## src/rtl/fpu_issue_arbiter.sv

```systemverilog
// Two-requester round-robin issue arbiter for a shared combinational FPU.
// Holds operands for a per-op latency, then presents the captured result on a valid/ready response.
module fpu_issue_arbiter #(
   parameter int unsigned TAG_W   = 5,
   parameter int unsigned LAT_ADD = 2,
   parameter int unsigned LAT_MUL = 3,
   parameter int unsigned LAT_DIV = 8
) (
   input  logic             clk,
   input  logic             reset,

   input  logic             req0_valid,
   output logic             req0_ready,
   input  logic [3:0]       req0_op,
   input  logic [63:0]      req0_a,
   input  logic [63:0]      req0_b,
   input  logic [TAG_W-1:0] req0_tag,

   input  logic             req1_valid,
   output logic             req1_ready,
   input  logic [3:0]       req1_op,
   input  logic [63:0]      req1_a,
   input  logic [63:0]      req1_b,
   input  logic [TAG_W-1:0] req1_tag,

   output logic [63:0]      fpu_operand1,
   output logic [63:0]      fpu_operand2,
   output logic [3:0]       fpu_op,
   input  logic [63:0]      fpu_result,

   output logic             rsp_valid,
   input  logic             rsp_ready,
   output logic [63:0]      rsp_result,
   output logic [TAG_W-1:0] rsp_tag,
   output logic             rsp_src,
   output logic             rsp_err,

   output logic             busy
);

   localparam int unsigned LAT_AM  = (LAT_ADD > LAT_MUL) ? LAT_ADD : LAT_MUL;
   localparam int unsigned LAT_MAX = (LAT_AM > LAT_DIV) ? LAT_AM : LAT_DIV;
   // Counter only ever holds LAT-1, so clog2(LAT_MAX) bits suffice.
   localparam int unsigned CNT_W   = (LAT_MAX > 1) ? $clog2(LAT_MAX) : 1;

   typedef enum logic [1:0] {StIdle, StExec, StDone} state_e;

   state_e             state_q, state_d;
   logic               last_grant_q, last_grant_d;
   logic [CNT_W-1:0]   cnt_q, cnt_d;
   logic [63:0]        fpu_operand1_q, fpu_operand1_d;
   logic [63:0]        fpu_operand2_q, fpu_operand2_d;
   logic [3:0]         fpu_op_q, fpu_op_d;
   logic [TAG_W-1:0]   tag_q, tag_d;
   logic               src_q, src_d;
   logic [63:0]        rsp_result_q, rsp_result_d;
   logic [TAG_W-1:0]   rsp_tag_q, rsp_tag_d;
   logic               rsp_src_q, rsp_src_d;
   logic               rsp_err_q, rsp_err_d;

   logic               grant_valid;
   logic               grant_src;
   logic [3:0]         sel_op;
   logic [63:0]        sel_a;
   logic [63:0]        sel_b;
   logic [TAG_W-1:0]   sel_tag;
   logic               op_illegal;

   function automatic logic [CNT_W-1:0] lat_m1(input logic [3:0] op);
      logic [CNT_W-1:0] r;
      case (op)
         4'd0, 4'd1: r = CNT_W'(LAT_ADD - 1);
         4'd2:       r = CNT_W'(LAT_MUL - 1);
         4'd3:       r = CNT_W'(LAT_DIV - 1);
         default:    r = '0;
      endcase
      return r;
   endfunction

   // Grant is only offered in IDLE; on a tie the requester that did not win last goes next.
   always_comb begin
      grant_valid = 1'b0;
      grant_src   = 1'b0;
      if (state_q == StIdle) begin
         case ({req1_valid, req0_valid})
            2'b01: begin
               grant_valid = 1'b1;
               grant_src   = 1'b0;
            end
            2'b10: begin
               grant_valid = 1'b1;
               grant_src   = 1'b1;
            end
            2'b11: begin
               grant_valid = 1'b1;
               grant_src   = ~last_grant_q;
            end
            default: begin
               grant_valid = 1'b0;
               grant_src   = 1'b0;
            end
         endcase
      end
   end

   assign req0_ready = grant_valid & ~grant_src;
   assign req1_ready = grant_valid & grant_src;

   always_comb begin
      sel_op  = grant_src ? req1_op  : req0_op;
      sel_a   = grant_src ? req1_a   : req0_a;
      sel_b   = grant_src ? req1_b   : req0_b;
      sel_tag = grant_src ? req1_tag : req0_tag;
   end

   assign op_illegal = |fpu_op_q[3:2];

   always_comb begin
      state_d        = state_q;
      last_grant_d   = last_grant_q;
      cnt_d          = cnt_q;
      fpu_operand1_d = fpu_operand1_q;
      fpu_operand2_d = fpu_operand2_q;
      fpu_op_d       = fpu_op_q;
      tag_d          = tag_q;
      src_d          = src_q;
      rsp_result_d   = rsp_result_q;
      rsp_tag_d      = rsp_tag_q;
      rsp_src_d      = rsp_src_q;
      rsp_err_d      = rsp_err_q;

      unique case (state_q)
         StIdle: begin
            if (grant_valid) begin
               fpu_operand1_d = sel_a;
               fpu_operand2_d = sel_b;
               fpu_op_d       = sel_op;
               tag_d          = sel_tag;
               src_d          = grant_src;
               last_grant_d   = grant_src;
               cnt_d          = lat_m1(sel_op);
               state_d        = StExec;
            end
         end
         StExec: begin
            if (cnt_q != '0) begin
               cnt_d = cnt_q - CNT_W'(1);
            end else begin
               // Illegal codes still drive the FPU, but their result is forced to zero.
               rsp_result_d = op_illegal ? 64'd0 : fpu_result;
               rsp_tag_d    = tag_q;
               rsp_src_d    = src_q;
               rsp_err_d    = op_illegal;
               state_d      = StDone;
            end
         end
         StDone: begin
            if (rsp_ready) begin
               state_d = StIdle;
            end
         end
         default: begin
            state_d = StIdle;
         end
      endcase
   end

   always_ff @(posedge clk) begin
      if (reset) begin
         state_q        <= StIdle;
         last_grant_q   <= 1'b1;
         cnt_q          <= '0;
         fpu_operand1_q <= '0;
         fpu_operand2_q <= '0;
         fpu_op_q       <= '0;
         tag_q          <= '0;
         src_q          <= 1'b0;
         rsp_result_q   <= '0;
         rsp_tag_q      <= '0;
         rsp_src_q      <= 1'b0;
         rsp_err_q      <= 1'b0;
      end else begin
         state_q        <= state_d;
         last_grant_q   <= last_grant_d;
         cnt_q          <= cnt_d;
         fpu_operand1_q <= fpu_operand1_d;
         fpu_operand2_q <= fpu_operand2_d;
         fpu_op_q       <= fpu_op_d;
         tag_q          <= tag_d;
         src_q          <= src_d;
         rsp_result_q   <= rsp_result_d;
         rsp_tag_q      <= rsp_tag_d;
         rsp_src_q      <= rsp_src_d;
         rsp_err_q      <= rsp_err_d;
      end
   end

   assign fpu_operand1 = fpu_operand1_q;
   assign fpu_operand2 = fpu_operand2_q;
   assign fpu_op       = fpu_op_q;
   assign rsp_valid    = (state_q == StDone);
   assign rsp_result   = rsp_result_q;
   assign rsp_tag      = rsp_tag_q;
   assign rsp_src      = rsp_src_q;
   assign rsp_err      = rsp_err_q;
   assign busy         = (state_q != StIdle);

endmodule

```

## config.mk

```make
export PLATFORM = sky130hd
export DESIGN_NAME = fpu_issue_arbiter
export DESIGN_NICKNAME = d
export VERILOG_FILES = /design/src/rtl/fpu_issue_arbiter.sv
export SDC_FILE = /design/constraint.sdc
export NUM_CORES = 1
export LEC_CHECK = 0
export CAP_MARGIN = 15
export CORE_AREA = 2 2 216 218
export DETAILED_ROUTE_END_ITERATION = 7
export DIE_AREA = 0 0 218 220
export PLACE_DENSITY = 0.44
export SETUP_SLACK_MARGIN = 0.5
export SLEW_MARGIN = 20
export SYNTH_ARGS = -nofsm -noshare
export SYNTH_HDL_FRONTEND = slang
export SYNTH_SLANG_ARGS = --single-unit
```

## constraint.sdc

```tcl
create_clock -name clk -period 2.58 [get_ports clk]
set_input_delay 0.516 -clock clk [delete_from_list [all_inputs] [get_ports clk]]
set_output_delay 0.516 -clock clk [all_outputs]
set_load 0.02 [all_outputs]
```

# Word-level counts from Yosys, hierarchy flattened
# Cells that the tools add are included.
# word_totals
word_cells,59
regBits,215
in_bits,343
# op_classes
eq_ne,12
n_mux,17
n_addsub,1
bitwise_logic,5
reduce_logical,12
# op_table
cell,n
64-bit 2-to-1 mux,3
3-bit case mux with 3 select lines,1
"4-bit by 2-bit equality test with 1-bit output, second input constant",2
"2-bit equality test, second input constant",3
2-bit 2-to-1 mux,3
3-bit 2-to-1 mux,2
"2-bit != test, second input constant",3
2-bit case mux with 3 select lines,1
3-bit case mux with 2 select lines,1
3-bit AND reduction,2
5-bit 2-to-1 mux,1
"2-bit by 1-bit equality test with 1-bit output, second input constant",2
"4-bit by 1-bit equality test with 1-bit output, second input constant",1
4-bit zero test,1
4-bit 2-to-1 mux,1
2-bit AND reduction,2
2-bit nonzero test,2
2-bit OR reduction,2
1-bit 2-to-1 mux,3
1-bit inverter,3
3-bit nonzero test,1
3-bit OR reduction,1
"3-bit by 1-bit subtractor with 3-bit output, second input constant",1
1-bit AND,2
other kinds (3),3

# Logic depth before layout (Yosys ltp)
# logic_depth
depth_word,9
depth_mapped,9
depth_no_buf,6

# Worst setup path after synthesis
# No wires, ideal clock.
# synth_path
kind,input to output
from,input port req0_valid
to,output port req1_ready
path_buffers,2
required_time_ns,2.064
stages,4
setup_slack_ns,0.834
t_arrival_ns,1.230
cell_sequence,nand2_1 > and3_1 > buf_2 > clkbuf_1
# synth_between
elab_chain_cells,5
elab_cells_between_ends,9
# synth_lines
item,line_no,text
from (decl),12,"input logic req0_valid,"
2-bit equality test or 2-bit by 1-bit equality test with 1-bit output (tied branches),85,"case ({req1_valid, req0_valid})"
3-bit OR reduction (no source line),--,
1-bit 2-to-1 mux,85,
1-bit 2-to-1 mux,84,if (state_q == StIdle) begin
1-bit AND *,107,assign req1_ready = grant_valid & grant_src;
to (decl),20,"output logic req1_ready,"
# Mark *: on every way between the ends. The rest lies on a longest branch, timed or not.

# Worst setup path after layout
# layout_path
from,register fpu_operand1_q[55] (netlist: fpu_operand1[55])
to,output port fpu_operand1[55]
# layout_rtl
item,line_no,text
from (decl),51,"logic [63:0] fpu_operand1_q, fpu_operand1_d;"
from (signal assigned),186,fpu_operand1_q <= fpu_operand1_d;
to (decl),26,"output logic [63:0] fpu_operand1,"
# No word-level cell between the ends.

==> run metrics <==
Hold Fails Final Rpt 0; worst-margin pin slew about 0.55 ns; kind of critical path flop to primary output; hold_buf cts 0; Cells on Worst Hold Path 2; Global Route Usage Sum 0.147; Post-Syn Area 7780 um^2; clock network fraction of design power 0.279; antenna violations before repair 0; most frequent cells in the layout clkdlybuf4s50_1, dfxtp_1, nor2_1; worst slack, placed 0.123 ns; clk buf depth 3; synthesized area per cell between 10 and 15 um^2; Worst Reg-to-Reg Cells 7; via-per-instance ratio about 4.5; slew margin rel. 0.635; pin count of the biggest net entering global routing 78; DP HPWL 26600 um; TritonCTS clock tree done; fin crit period 2.03 ns; Post-CTS Setup Inserts 0; Reg-to-Reg End rsp_result[8]$_SDFFE_PP0P_; clk slew on worst S/H paths 0.06 ns; hold crit path type input port to flop; core footprint roughly 46000 um^2; outcome finished, violations left; vias in the first global route between 8000 and 9000; routability cong. 0.779; Syn Nets approximately 1100; fin. max-slew vios 0; Initial Util 0.170; crit path DAT 1.52 ns; RSZ-0062 raised after global routing yes; FF+latch count, synth 215; Peak VDD IR 485 uV; DR vias 8616; Pint 8870 uW; FF/Latch Area 4310 um^2; slowest stage delay, CP 0.62 ns; NetSw 5060 uW; Gate power share 0.403; Die Y 220 um; ys async rst share 0; layout cells sized above 1 0.0653; number of buffer and inverter stages on the critical path 1; Routed Antenna Nets 0; # clock sinks between 200 and 250; Post-synth EDFFs 0; Post-Route Utilization 0.325; Final WS setup between 0.5 and 0.6 ns; CTS root buffer clkbuf_16; PwrDens 934 nW/um^2; max-cap viol count 0; Hold Path End fpu_operand1[33]$_SDFFE_PP0P_; die area 48000 um^2; Leak 0.00626 uW; post-synthesis sequential area ratio 0.553; H-tree depth 1; sequential share of power 0.318; CP endpoint kind primary output; setup_tns 0 ns; final setup skew 0.0113 ns; first-pass GRT wire length 54200 um; Distinct cells, synth 32; antenna cells 0; cell family with most CP delay buffers and inverters; die width approximately 220 um; Buffers on Ports roughly 550; post-detailed-route wirelength per cell 19.8 um; io pins 550; HP Start reset; DRT Pass-1 Iters 8; GRT overflow 0; cell count after synthesis 778; Most used DFF post-synth dfxtp_1; Synth-to-Final Area Change 91.5%; Power Total 13900 uW; final wirelength 38100 um; most common cell after layout, fill and taps aside clkdlybuf4s50_1; Reg2Reg Setup Slack slightly below 0.8 ns; worst path required time about 2.1 ns; DR iter-0 viols 911; Sw Ratio 0.363; # DRC 3; Worst Setup Start Kind flop; Critical R2R Launch cnt_q[0]$_SDFFE_PP0P_; fill count ~4800; Rows 79; worst-path fanout max 2; Multi-input gate area slightly above 3000 um^2; CTS buffer count 28; period utilisation layout 0.789; NumNets Final 1639; Synth Warn # 0; clk_lat worst skew 0.55 ns; failing checks design-rule violations; Final Setup Violations 0; CP max-delay cell clkdlybuf4s50_1; Peak Freq about 0.49 GHz; critical path, cell by cell clkdlybuf4s50_1
==> metal layers <==
layer,up-vias,GRT usage,routed length (um)
met2,432,0.257,18500
met1,4091,0.167,14700
met5,-,0,0
met4,0,0.0447,884
li1,4041,-,-
met3,52,0.0513,4050
==> flip-flops by register name, indices dropped and copies added (netlist names) <==
signal        count
last_grant_q      1
tag_q             5
fpu_operand1     64
rsp_tag           5
cnt_q             3
fpu_op            4
fpu_operand2     64
rsp_err           1
rsp_src           1
src_q             1
state_q           2
rsp_result       64
==> cell families (layout without fill, tap and decap cells) <==
logic type,after synthesis,count (layout),synth area share
mux,7,7,0.00916
fa+ha+maj,2,2,0.00321
simple gates,242,242,0.124
buf+inv,92,630,0.0579
compound gates,220,220,0.253
flops,215,215,0.553
==> how the worst max path moves through the flow <==
stage | slack (ns) | endpoint | cells past startpoint | start
final | 0.55 | fpu_operand1[55] | 1 | fpu_operand1[55]$_SDFFE_PP0P_
after CTS | 0.38 | req1_ready | 3 | state_q[1]$_SDFFE_PP0P_
after detailed placement | 0.12 | req1_ready | 3 | req1_valid
after global routing | 0.49 | req1_ready | 3 | state_q[1]$_SDFFE_PP0P_
after floorplan | 0.83 | req1_ready | 4 | req0_valid
after global placement | 0.11 | req0_ready | 4 | req1_valid
==> synth_stat cells (4+ instances only) <==
| master | count | area, um^2 |
|---|---|---|
| dfxtp_1 | 215 | 4300 |
| nor2_1 | 205 | 769 |
| a21oi_1 | 8 | 40.0 |
| mux2i_1 | 6 | 60.1 |
| buf_6 | 8 | 90.1 |
| a22oi_1 | 64 | 480 |
| nor3_1 | 5 | 25.0 |
| inv_1 | 6 | 22.5 |
| buf_2 | 18 | 90.1 |
| nand2_1 | 17 | 63.8 |
| a211oi_1 | 4 | 30.0 |
| a222oi_1 | 133 | 1330 |
| buf_4 | 6 | 45.0 |
| clkbuf_1 | 52 | 195 |
==> per-stage QoR <==
step	std cells	hold WS [ns]	cell area (um^2)
4_1_cts	1923	0.321	14800
3_3_place_gp	1871	0.445	13900
3_5_place_dp	1871	0.446	13900
6_report	1923	0.349	14900
5_1_grt	1923	0.341	14900
2_1_floorplan	778	0.431	7780
==> power groups by stage <==
stage / sequential [uW] / clock (uW) / combinational, uW
after CTS: 4440 / 4060 / 5750
after global placement: 4480 / 0 / 5860
after floorplan: 5250 / 0 / 2250
after global routing: 4520 / 4200 / 6040
after detailed placement: 4500 / 0 / 5850
final: 4430 / 3890 / 5610
==> area by class of cell <==
| cell class | count | area share |
|---|---|---|
| Sequential cell | 215 | 0.289 |
| Timing Repair Buffer | 572 | 0.389 |
| Clock buffer | 42 | 0.0587 |
| Multi-Input combinational cell | 471 | 0.207 |
| Clock inverter | 10 | 0.00395 |
| Tap cell | 607 | 0.0510 |
| Inverter | 6 | 0.00151 |
==> timing repair <==
action	in CTS	in global routing
gates resized for setup	69	45
hold endpoints to repair	0	0
setup endpoints to repair	56	43
Power figures use the tool's default switching activity.
==> edit 1, RTL diff (same settings) <==
The 3 states of `state_e` get a one-hot encoding in 3 bits.
--- a/src/rtl/fpu_issue_arbiter.sv
+++ b/src/rtl/fpu_issue_arbiter.sv
@@ -44,5 +44,5 @@
    localparam int unsigned CNT_W   = (LAT_MAX > 1) ? $clog2(LAT_MAX) : 1;
 
-   typedef enum logic [1:0] {StIdle, StExec, StDone} state_e;
+   typedef enum logic [2:0] {StIdle = 3'b001, StExec = 3'b010, StDone = 3'b100} state_e;
 
    state_e             state_q, state_d;
Behaviour: same outputs for any inputs over 4 cycles, from zero or initial values and one cycle with reset high; so few cycles prove little.
==> edit 1 against the original RTL <==
Setup slack got worse by 0.28 ns; largest power group is now registers; sequential power decreased by 9.9%; fmax decreased by 12%; largest cell class unchanged; hold slack improved by 0.036 ns; sequential cell count increased by 1; area after synthesis increased by 4.2%; design area increased by 4.6%; power decreased by 18%; wire length increased by 0.39%; non-clock buffer count increased by 22.
==> edit 1: results (changes against the original RTL) <==
- Met3 wire length: 3.79 mm (-6.5%)
- Vias in the first global route: 8775 (+3.2%)
- Synth top area share: 0.533 (-0.0199)
- Clock buffer cells: 40 (-4.8%)
- Met2 Use GR: 0.252 (-0.00434)
- Dpl hpwl: 27.2 mm (+2.3%)
- Non-clock buffering overhead: 0.395 (+0.00632)
- Worst Skew: 0.00724 ns (-0.00410 ns)
- Seq/Total Area, Yosys: 0.533 (-0.0199)
- Buffers outside the clock class: 594 (+3.8%)
- Data arrival time of the critical path: 1.80 ns (+0.28 ns)
- M1 wire length: 15.2 mm (+3.3%)
- Post-synth cell types: 31 (-3.1%)
- Root Buffer: clkbuf_16
- Post-synth top cells: 216 x dfxtp_1, 197 x a22oi_1, 138 x nand2_1, 135 x a21oi_1, 80 x nor2_1
- Worst setup margin: 0.263 ns (-0.282 ns)
- R2r endpoint: fpu_operand1[41]
- Clock buffers and inverters, area share: 0.0538 (-0.00883)
- Largest net degree at the start of global routing: 75 (-3.8%)
- Met2 wire length: 18.6 mm (+0.87%)
- Area of the multi-input gates: 3450 um2 (+12%)
- First-pass GRT wire length: 54.4 mm (+0.42%)
- Multi-In Gates: 604 (+28%)
- Post-place setup slack: 0.143 ns (+0.0198 ns)
- Number of synthesized register bits: 216 (+0.47%)
- Fin nets: 1796 (+9.6%)
- Placed cells: 2018 (+7.9%)
- TritonCTS Buffers: 27 (-3.6%)
- Antenna violations before repair: 2 (+2)
- WL final: 38.2 mm (+0.39%)
- Share of cells above drive strength 1: 0.0694 (+0.00409)
- Area post-placement: 14500 um2 (+4.1%)
- Drt pass-1 iters: 5 (-3)
- IR drop worst, VDD: 449 uV (-7.3%)
- DR vias/cell: 4.34 (-3.0%)
- R2R depth: 8 (+1)
- Slew HR: 0.642 (+0.00685)
- Leak pwr: 0.00633 uW (+1.1%)
- Crit path max-delay cell type: dfxtp_4
- # diodes: 1 (+1)
- Status: complete, no violations
- Crit path from: state_q[1]
- Syn nets: 1256 (+12%)
- Number of DRC markers in iteration 0: 391 (-57%)
- Hold path endpoint: fpu_operand2[49]
- Global routing usage on met1: 0.169 (+0.00199)
- DR vias: 9023 (+4.7%)
- Pwr dens: 731 nW/um2 (-22%)
- Nonclk inv count: 8 (+2)
- GR Util All Layers: 0.145 (-0.00138)
- Cell count after synthesis: 911 (+17%)
- Reg area: 4330 um2 (+0.58%)
- Reg2reg setup slack: 0.56 ns (-0.23 ns)
[edit 1: cell count changes in the layout (fill, tap and decap cells not counted), sizes merged, moves of 121 or more]
cell,change
nor2,-126
nand2,+121
a222oi,-133
a21oi,+127
a22oi,+133
[edit 1: cell families after synthesis]
| group | share of synthesized area |
|---|---|
| AOI/OAI and AO/OA | 0.285 |
| adders and majority gates | 0.00308 |
| buffers and inverters | 0.0466 |
| DFF | 0.533 |
| muxes | 0.0163 |
| and+or+nand+nor | 0.116 |
[edit 1: timing repair]
| action | 4_1_cts | 5_1_grt |
|---|---|---|
| pin swaps | 2 | 1 |
| cloned | 0 | 1 |
| buffers inserted | 7 | 3 |
| endpoints found under the setup margin | 148 | 64 |
| gates resized for setup | 48 | 52 |
[edit 1: where the power goes]
| part | switching (uW) | leakage (uW) | internal, uW |
|---|---|---|---|
| sequential | 229 | 0.00177 | 3760 |
| combinational | 1900 | 0.00414 | 1860 |
| clock | 1490 | 0.000416 | 2160 |
==> edit 2, RTL diff (config.mk and constraints unchanged) <==
Made on the original files. The parameter `TAG_W` goes from 5 to 10.
--- a/src/rtl/fpu_issue_arbiter.sv
+++ b/src/rtl/fpu_issue_arbiter.sv
@@ -2,5 +2,5 @@
 // Holds operands for a per-op latency, then presents the captured result on a valid/ready response.
 module fpu_issue_arbiter #(
-   parameter int unsigned TAG_W   = 5,
+   parameter int unsigned TAG_W   = 10,
    parameter int unsigned LAT_ADD = 2,
    parameter int unsigned LAT_MUL = 3,
Interface: changed (resized req0_tag, req1_tag and rsp_tag); port bits go from 550 to 565. The function was not compared with the original's and may differ.
==> edit 2 against the original RTL <==
Setup slack gained 0.0053 ns; register-to-register slack worse by 0.11 ns; sequential cell count grew 10; area after synthesis is 5.0% higher; design area is 3.6% higher; count of clock-buffer cells in the layout grew 4; via count grew 3.9%; clock power grew 12%; wire length increased by 1.3%; first-iteration DRC count down 2.6%; fmax rose by 0.26%; power grew 4.8%; largest power group unchanged.
==> edit 2: results (changes against the original RTL) <==
- Status: complete, no violations
- Hold path endpoint: fpu_operand1[25]
- TritonCTS Buffers: 30 (+7.1%)
- Largest net degree at the start of global routing: 140 (+79%)
- Dpl hpwl: 26.5 mm (-0.27%)
- IR drop worst, VDD: 522 uV (+7.8%)
- R2r endpoint: rsp_result[13]
- Met2 wire length: 19.2 mm (+3.8%)
- DR vias/cell: 4.53 (+1.2%)
- Number of DRC markers in iteration 0: 887 (-2.6%)
- Net switching power: 5220 uW (+3.3%)
- Vias in the first global route: 8928 (+5.0%)
- Data arrival time of the critical path: 1.51 ns
- Post-synth top cells: 225 x dfxtp_1, 210 x nor2_1, 138 x a222oi_1, 64 x a22oi_1, 47 x clkbuf_1
- Crit path from: rsp_result[33]
- Combinational gate power: 5620 uW (about the same)
- # H-tree levels: 1 (unchanged)
- Worst-Skew Late Latency: 0.57 ns (+0.02 ns)
- Actual slew at the worst max-slew pin: 0.706 ns (+0.158 ns)
- Crit path max-delay cell type: clkdlybuf4s50_1
- Gpl congestion: 0.766 (-1.6%)
- Syn nets: 1174 (+4.5%)
- M1 wire length: 14.8 mm (+1.2%)
- Drt pass-1 iters: 8 (unchanged)
- Reg2reg setup slack: 0.68 ns (-0.11 ns)
- Min-Delay Path Depth: 2 (unchanged)
- R2R depth: 7 (unchanged)
- First-pass GRT wire length: 55.3 mm (+2.1%)
- WHS: 0.355 ns (+0.00576 ns)
- Top fanout value on the critical path: 2 (unchanged)
- Share of cells above drive strength 1: 0.0621 (-0.00322)
- Post-cts resize count: 123 (+78%)
- Warnings, synthesis: 0 (unchanged)
- Fin nets: 1700 (+3.7%)
- Met3 wire length: 3.53 mm (-13%)
- PortBufs: 564 (+2.7%)
- Root Buffer: clkbuf_16
- Leading post-synthesis cells by cell area: dfxtp_1 55%, a222oi_1 17%, nor2_1 9.6%, a22oi_1 5.9%, clkbuf_1 2.2%
- Net Sw Frac: 0.358 (-0.00522)
- Clk. pwr: 4370 uW (+12%)
- WL final: 38.6 mm (+1.3%)
- GR Util All Layers: 0.148 (+0.00168)
- Worst Skew: 0.0102 ns (-0.00110 ns)
- Number of setup buffers added after CTS: 2 (+2)
- Leak pwr: 0.00678 uW (+8.3%)
- Seq/Total Area, Yosys: 0.551 (-0.00183)
- Hold Startpoint: reset
- Fillers: 4744 (-0.48%)
-- edit 2: cell count changes in the layout (fill, tap and decap cells not counted), sizes merged --
cell           change
clkinv             -4
dlygate4sd2       +53
buf                -1
bufinv             +3
clkbuf             +4
a21oi              +5
nand2             +10
a222oi             +5
dlymetal6s2s       +6
clkinvlp           -1
clkdlybuf4s50     -44
nor2               +5
inv                +1
dfxtp             +10
-- edit 2: logic make-up after synthesis --
group / Yosys count / synth area share
flops: 225 / 0.551
compound gates: 230 / 0.250
simple gates: 257 / 0.125
buf+inv: 98 / 0.0621
mux: 7 / 0.00873
fa+ha+maj: 2 / 0.00306
-- edit 2: worst max path at each step --
stage,to,cells after the start
after floorplan,req0_ready,4
after global placement,req1_ready,4
after detailed placement,req1_ready,4
after CTS,req1_ready,3
after global routing,fpu_operand2[50],1
final,rsp_result[33],1
-- edit 2: through the flow --
stage | area, um2 | std cells | setup WS (ns) | utilization
after floorplan | 8170 | 819 | 0.862 | -
after global placement | 14400 | 1915 | 0.144 | 0.314
after detailed placement | 14400 | 1915 | 0.167 | 0.314
after CTS | 15300 | 1972 | 0.401 | 0.334
after global routing | 15400 | 1975 | 0.500 | 0.337
final | 15400 | 1975 | 0.550 | 0.337
-- edit 2: metal layers --
layer / global-route usage / vias to the layer above
met5: 0 / -
li1: - / 4207
met3: 0.0505 / 48
met4: 0.0388 / 0
met2: 0.263 / 402
met1: 0.169 / 4298
-- edit 2: area by class of cell --
type | instances | share of cell area
Timing Repair Buffer | 586 | 0.382
Sequential cell | 225 | 0.292
Multi-Input combinational cell | 496 | 0.208
Clock buffer | 46 | 0.0591
Tap cell | 607 | 0.0492
Clock inverter | 9 | 0.00819
Inverter | 6 | 0.00146
